===== src/rtl/dso_pkg.sv =====
// Shared types and defaults for the acquisition control path.
package dso_pkg;

    // Default sample RAM address width (DEPTH = 2**ADDR_W entries).
    localparam int ADDR_W_DEFAULT = 9;

    // Acquisition sequencer states.
    typedef enum logic [2:0] {
        IDLE  = 3'd0,
        PRE   = 3'd1,
        ARMED = 3'd2,
        POST  = 3'd3,
        DONE  = 3'd4
    } capture_state_t;

endpackage


===== src/rtl/capture_ctrl_wrap_ptr.sv =====
// Modulo-2**W pointer with synchronous clear and increment enable.
// Clear wins over increment; the natural binary wrap gives DEPTH-1 -> 0.
module wrap_ptr #(
    parameter int W = 9
) (
    input  logic         clk,
    input  logic         rst,
    input  logic         clr,
    input  logic         inc,
    output logic [W-1:0] ptr
);

    // Pointer register: reset/clear to zero, otherwise step on inc.
    always_ff @(posedge clk) begin
        if (rst || clr) begin
            ptr <= '0;
        end else if (inc) begin
            ptr <= ptr + 1'b1;
        end
    end

endmodule


===== src/rtl/capture_ctrl.sv =====
// Acquisition sequencer: fills the circular sample RAM with pre-trigger
// history, arms the trigger detector, collects the programmed number of
// post-trigger samples and then holds the buffer until the host acks it.
//
// Interface semantics: smpl is a one-cycle strobe and every strobe seen in
// PRE/ARMED/POST is written (we is combinational from smpl); there is no
// back-pressure. triggered is a sticky level owned by the detector and is
// cleared by the one-cycle set_capture_done pulse. capture_en is a level
// run request; capture_ack is a level/pulse only honoured in DONE.
module capture_ctrl
    import dso_pkg::*;
#(
    parameter int ADDR_W = ADDR_W_DEFAULT
) (
    input  logic              clk,
    input  logic              rst,
    input  logic              capture_en,
    input  logic [ADDR_W-1:0] trig_pos,
    input  logic              smpl,
    input  logic              triggered,
    input  logic              capture_ack,
    output logic              armed,
    output logic              set_capture_done,
    output logic              we,
    output logic [ADDR_W-1:0] waddr,
    output logic [ADDR_W-1:0] trig_addr,
    output logic              capture_done,
    output logic              busy
);

    localparam int CNT_W = ADDR_W + 1;
    localparam int DEPTH = 2 ** ADDR_W;

    capture_state_t state, next_state;

    // Counters are one bit wider than the address so DEPTH is representable.
    logic [CNT_W-1:0] pre_cnt;
    logic [CNT_W-1:0] post_cnt;
    logic [CNT_W-1:0] tp_q;
    logic [CNT_W-1:0] pre_target;
    logic [CNT_W-1:0] pre_cnt_nxt;
    logic [CNT_W-1:0] post_cnt_nxt;
    logic             done_pulse;

    // Strobes from the next-state logic into the datapath registers.
    logic start_run;
    logic pre_inc;
    logic post_inc;
    logic trig_latch;

    // Pre-trigger history needed before arming: the rest of the buffer.
    assign pre_target   = CNT_W'(DEPTH) - tp_q;
    assign pre_cnt_nxt  = pre_cnt + 1'b1;
    assign post_cnt_nxt = post_cnt + 1'b1;

    // Writes happen on any strobe while an acquisition is running.
    assign we = smpl && ((state == PRE) || (state == ARMED) || (state == POST));

    wrap_ptr #(
        .W (ADDR_W)
    ) u_wptr (
        .clk (clk),
        .rst (rst),
        .clr (start_run),
        .inc (we),
        .ptr (waddr)
    );

    // State register.
    always_ff @(posedge clk) begin
        if (rst) begin
            state <= IDLE;
        end else begin
            state <= next_state;
        end
    end

    // Next-state decode and datapath strobes.
    always_comb begin
        next_state = state;
        start_run  = 1'b0;
        pre_inc    = 1'b0;
        post_inc   = 1'b0;
        trig_latch = 1'b0;
        case (state)
            IDLE: begin
                if (capture_en) begin
                    next_state = PRE;
                    start_run  = 1'b1;
                end
            end
            PRE: begin
                if (!capture_en) begin
                    next_state = IDLE;
                end else if (smpl) begin
                    pre_inc = 1'b1;
                    if (pre_cnt_nxt == pre_target) begin
                        next_state = ARMED;
                    end
                end
            end
            ARMED: begin
                if (!capture_en) begin
                    next_state = IDLE;
                end else if (triggered) begin
                    trig_latch = 1'b1;
                    // A coincident write is already post sample 1.
                    if (tp_q == '0) begin
                        next_state = DONE;
                    end else if (smpl && (tp_q == CNT_W'(1))) begin
                        next_state = DONE;
                    end else begin
                        next_state = POST;
                    end
                end
            end
            POST: begin
                if (!capture_en) begin
                    next_state = IDLE;
                end else if (smpl) begin
                    post_inc = 1'b1;
                    if (post_cnt_nxt == tp_q) begin
                        next_state = DONE;
                    end
                end
            end
            DONE: begin
                if (capture_ack) begin
                    next_state = IDLE;
                end
            end
            default: begin
                next_state = IDLE;
            end
        endcase
    end

    // Counters, latched post-trigger length and trigger address.
    always_ff @(posedge clk) begin
        if (rst) begin
            pre_cnt   <= '0;
            post_cnt  <= '0;
            tp_q      <= '0;
            trig_addr <= '0;
        end else begin
            if (start_run) begin
                pre_cnt <= '0;
                tp_q    <= {1'b0, trig_pos};
            end else if (pre_inc) begin
                pre_cnt <= pre_cnt_nxt;
            end
            if (trig_latch) begin
                trig_addr <= waddr;
                post_cnt  <= smpl ? CNT_W'(1) : '0;
            end else if (post_inc) begin
                post_cnt <= post_cnt_nxt;
            end
        end
    end

    // One-cycle completion pulse, registered on entry into DONE.
    always_ff @(posedge clk) begin
        if (rst) begin
            done_pulse <= 1'b0;
        end else begin
            done_pulse <= (next_state == DONE) && (state != DONE);
        end
    end

    assign armed            = (state == ARMED);
    assign busy             = (state == PRE) || (state == ARMED) || (state == POST);
    assign capture_done     = (state == DONE);
    assign set_capture_done = done_pulse;

endmodule


===== config.mk =====
export PLATFORM = sky130hd
export DESIGN_NAME = capture_ctrl
export DESIGN_NICKNAME = d
export VERILOG_FILES = /design/src/rtl/dso_pkg.sv /design/src/rtl/capture_ctrl_wrap_ptr.sv /design/src/rtl/capture_ctrl.sv
export SDC_FILE = /design/constraint.sdc
export NUM_CORES = 1
export LEC_CHECK = 0
export CAP_MARGIN = 25
export CORE_ASPECT_RATIO = 0.5
export CORE_UTILIZATION = 30
export CTS_CLUSTER_SIZE = 14
export DETAILED_ROUTE_END_ITERATION = 6
export SLEW_MARGIN = 0
export SYNTH_ARGS = -nofsm -noshare
export SYNTH_HDL_FRONTEND = slang
export SYNTH_SLANG_ARGS = --single-unit
export TNS_END_PERCENT = 100

===== constraint.sdc =====
create_clock -name clk -period 2.5 [get_ports clk]
set_clock_uncertainty 0.2 [all_clocks]
set_input_delay 0.5 -clock clk [delete_from_list [all_inputs] [get_ports clk]]
set_output_delay 0.5 -clock clk [all_outputs]
set_load 0.05 [all_outputs]

# Yosys cells after proc, flatten, opt, wreduce, memory -nomap -nowiden
# Cells that the tools add are included.
word_totals:
  ff_bits: 51
  input_bits: 15
  out_inout_bits: 23
  wordCells: 55
classes:
  n_addsub: 4
  n_eq_ne: 9
  n_mux: 25
  n_reduce_logical: 10
op_table:
  columns: ["op", "count"]
  rows:
  - ["3-bit 2-to-1 mux", 12]
  - ["10-bit by 1-bit adder with 10-bit output, second input constant", 2]
  - ["10-bit 2-to-1 mux", 2]
  - ["3-bit one-hot mux with 5 select lines", 1]
  - ["10-bit == test", 1]
  - ["10-bit by 9-bit == test with 1-bit output", 1]
  - ["10-bit zero test", 1]
  - ["1-bit 2-to-1 mux", 10]
  - ["10-bit by 9-bit subtractor with 10-bit output, first input constant", 1]
  - ["9-bit by 1-bit adder with 9-bit output, second input constant", 1]
  - ["9-bit by 1-bit == test with 1-bit output, second input constant", 1]
  - ["3-bit by 2-bit == test with 1-bit output, second input constant", 2]
  - ["3-bit == test, second input constant", 2]
  - ["3-bit by 1-bit == test with 1-bit output, second input constant", 1]
  - ["1-bit logical AND", 3]
  - ["3-bit zero test", 1]
  - ["1-bit logical OR", 3]
  - ["3-bit != test, second input constant", 1]
  - ["2-bit nonzero test", 1]
  - ["2-bit OR reduction", 1]

# Depth between registers and ports, before layout
logic_depth:
  word_depth: 9
  depth_mapped: 10
  depth_no_buf: 10

# Modules after synthesis
# From an unflattened synthesis, not the netlist that was laid out.
unflattened:
  cells_unflattened: 375
  hier_area_um2: 2915.3
by_module_without_submodules:
  columns: ["mod", "instances", "cells_each", "area_each_um2", "seq_area_each_um2"]
  rows:
  - ["capture_ctrl", 1, 332, 2521.2, 840.8]
  - ["wrap_ptr", 1, 43, 394.1, 180.2]

# Least setup slack after synthesis
# No wires, ideal clock.
synth_timing:
  kind: "register to register"
  start: "register tp_q[2]"
  end: "register state[0]"
  setup_time_ps: 120
  arrival_ps: 2399
  t_required_ps: 2180
  setup_slack_ps: -219
  stages_incl_launch_ff: 11
  path_buffers: 2
  synth_period_minus_slack_ps: 2719
  cell_sequence: "dfxtp_1 -> buf_6 -> or4_4 -> buf_6 -> nor4_1 -> ha_1 -> xor2_1 -> xnor2_1 -> a2111oi_4 -> nand3_1 -> a211o_1"
synth_via:
  elab_chain_cells: 7
  elab_cells_between_ends: 17
  cone_classes: "add/sub (1); eq/ne (3); mux (11); reduce/logical (2)"
synth_rtl:
  columns: ["element", "line_no", "rtl"]
  rows:
  - ["start: declaration", "capture_ctrl.sv:39", "logic [CNT_W-1:0] tp_q;"]
  - ["start signal: assignment", "capture_ctrl.sv:148", "tp_q <= {1'b0, trig_pos};"]
  - ["parallel branches: the longest is 6 deep, another holds 10-bit by 9-bit subtractor with 10-bit output", null, null]
  - ["3-bit one-hot mux with 5 select lines *", "capture_ctrl.sv:85", "case (state)"]
  - ["end signal: assignment", "capture_ctrl.sv:74", "state <= next_state;"]
  - ["end: declaration", "capture_ctrl.sv:34", "capture_state_t state, next_state;"]
# Mark *: on every way between the ends.
# A chain may end at the register's enable or synchronous reset.

# Worst setup path after layout
# Same ends and word-level chain as after synthesis.

==> results.yml <==
run_status:
  outcome: "finished, violations left"
  violations: "setup timing"
worst_setup_path:
  r2r_setup_slack_ns: -0.04
  criticalPathCategory: "reg2reg"
  r2r-start: "tp_q[2]$_SDFFE_PP0P_"
  crit_path_start: "tp_q[2]$_SDFFE_PP0P_"
  arrival_ns: 2.53
  r2r_end: "state[0]$_SDFF_PP0_"
  critPathMaxFanout: 2
  crit_path_start_kind: "register"
  worstPathRequired_ns: 2.49
  end_kind: "register"
  r2r_cells: 8
min_path:
  hp-start: "trig_addr[8]$_SDFFE_PP0P_"
  hold_depth: 2
  holdCritPathClass: "reg2reg"
  min_to: "trig_addr[8]$_SDFFE_PP0P_"
die:
  coreArea_mm2: 0.00954
  initial_core_util_pct: 31.2
  row_count: 25
  die_h_um: 72.4
  ioPinCount: 38
  die_x_um: 143
  die-area_mm2: 0.0103
placed_design:
  post-place-ws_ns: -0.0345
  finalWeightedCongestion: 0.811
  io_buffers: 37
  hpwl_um: 5450
synth:
  synth_area_mm2: 0.00298
  syn_area_per_cell_um2: 7.92
  ys_top_cells_by_area: "dfxtp_1 34%, xnor2_1 8.2%, nand2_1 6.8%"
  synthArstFlopShare_pct: 0
  synth_top_area_share_pct: 34.3
  syn-num-nets: 397
  ys.flop_type: "dfxtp_1"
  synth-edff-count: 0
  ys_types: 50
  yosys_warnings: 0
  syn_inst: 376
  synth_top_cell_by_area: "dfxtp_1"
  ys_seq_area_share_pct: 34.3
  synth_seq_cells: 51
clock_tree:
  cts-root-buf: "clkbuf_16"
  cts_max_level: 2
  cts_tree: "done"
  clock_path_buffers: 2
  cts_buffers: 5
  worst_skew_pair.late_latency_ns: 0.30
  cts_num_sinks: 51
  clkSlewWorstSetupHoldPaths_ns: 0.08
  cts_hold_buf: 0
drt:
  drt_first_pass_iters: 4
  wl_per_cell_um: 12.8
  wirelength_um: 7270
  via_count: 2731
  drtIter0Drc: 125
  via_per_inst: 4.80
  drc: 0
  drt.antenna.violating_nets: 0
timing:
  setup_violations: 1
  worst_slack_ns: -0.0405
  slew_headroom_pct: 66.3
  hold_slack_ns: 0.259
  setup_tns_ns: -0.0405
  finalMaxSlewViolations: 0
  grt_setup_unrepaired: "true"
  worst_pin_slew_ns: 0.504
  period_share_pct: 102
  post-route-min-period_ns: 2.54
  hold_viol_final: 0
  fmax_mhz: 394
global_routing:
  grt_max_degree: 22
  antenna_found_initial: 0
  grt_pass1_vias: 2541
  grt_pass1_wl_um: 12200
  track_usage_pct: 15.1
  grt.overflow.total: 0
power:
  vdd_drop_max_v: 0.000249
  p_leak_nw: 1.35
  power.density_mw_per_mm2: 479
layout:
  fill_cells: 952
  nets: 454
  drive_gt1_share_pct: 14.3
  final_util_pct: 40.3
  antennaDiodeCount: 0
  area.growth.synth_to_final_pct: 29.2
  layout_commonest_cell: "nand2_1"
  layout_common_cells: "54 x nand2_1, 49 x dfxtp_1, 39 x buf_4, 38 x nor2_1, 36 x a21oi_1"
job:
  max-cap-violations: 0
worst max-delay path, cell delays in order, from the launching register on:
cell	delay, ns
dfxtp_1	0.31
or4_4	0.54
nor4_2	0.15
ha_1	0.28
xor2_1	0.16
xnor2_1	0.16
a2111oi_4	0.22
nand3_1	0.12
a211o_1	0.29
synth_stat cells (3+ instances only):
cell      number
o21a_1         3
nor3_1         8
clkbuf_1      15
and2_1         3
nor4_1         7
o21ai_0       15
a21oi_1       36
nand2_1       54
nand3_1       17
nand2b_1       3
or3_1          8
nand4_1        8
nor3b_1        7
and3_1         4
xor2_1        15
nor4b_1        3
xnor2_1       28
inv_1          8
ha_1           6
nor2_1        38
buf_6          4
dfxtp_1       51
metrics by stage:
stage | cells | instance area, um^2 | total power [mW]
final | 569 | 3840 | 1.84
after global routing | 569 | 3840 | 1.93
after CTS | 568 | 3810 | 1.87
after detailed placement | 560 | 3660 | 1.14
after global placement | 560 | 3660 | 1.14
after floorplan | 376 | 2980 | 1.05
registers in the layout, summed over array words and instances (netlist names):
signal,count
state,3
set_capture_done,1
pre_cnt,10
u_wptr.ptr,9
tp_q,9
post_cnt,10
trig_addr,9
layer usage:
layer  track usage [%]  share of wire (%)  vias to the layer above
met5                 0                  0                        -
met4              4.66                1.2                        0
met3              2.97                3.2                        8
met2              23.9                 43                       34
met1              20.6                 52                     1276
li1                  -                  -                     1413
power by group:
part / switching (mW) / internal [mW] / total (mW)
clock network: 0.339 / 0.382 / 0.721
logic: 0.143 / 0.141 / 0.284
registers: 0.0142 / 0.823 / 0.837
total: 0.496 / 1.35 / 1.84
final cells by class:
class	instances	area, um^2	share of cell area, %
tap	135	169	4.39
multi-input combinational	294	1830	47.5
clock inverter	3	28.8	0.748
inverter	8	30.0	0.781
clock buffer	5	125	3.25
timing repair buffer	73	643	16.7
sequential	51	1020	26.6
how the worst max path moves through the flow:
stage | to | slack (ns) | depth (start not counted)
finish | state[0]$_SDFF_PP0_ | -0.04 | 8
global route | state[0]$_SDFF_PP0_ | -0.16 | 8
CTS | state[0]$_SDFF_PP0_ | -0.04 | 8
detailed placement | state[0]$_SDFF_PP0_ | -0.03 | 8
global placement | set_capture_done$_SDFF_PP0_ | -0.01 | 6
floorplan | state[0]$_SDFF_PP0_ | -0.17 | 10
repair_timing:
action	in CTS	in global routing
endpoints found under the setup margin	1	3
cloned	0	0
pin swaps	1	3
gates resized for setup	0	6
setup buffers	0	1
cell families after synthesis:
family                   after synthesis  share of synthesized area (%)
AND/OR/NAND/NOR                      175                           29.6
AO/OA/AOI/OAI                         66                           13.4
multiplexers                           2                          0.673
XOR/XNOR                              45                           14.2
buffers and inverters                 31                           5.34
flip-flops                            51                           34.3
adder cells (fa/ha/maj)                6                           2.52
Power figures use the tool's default switching activity.
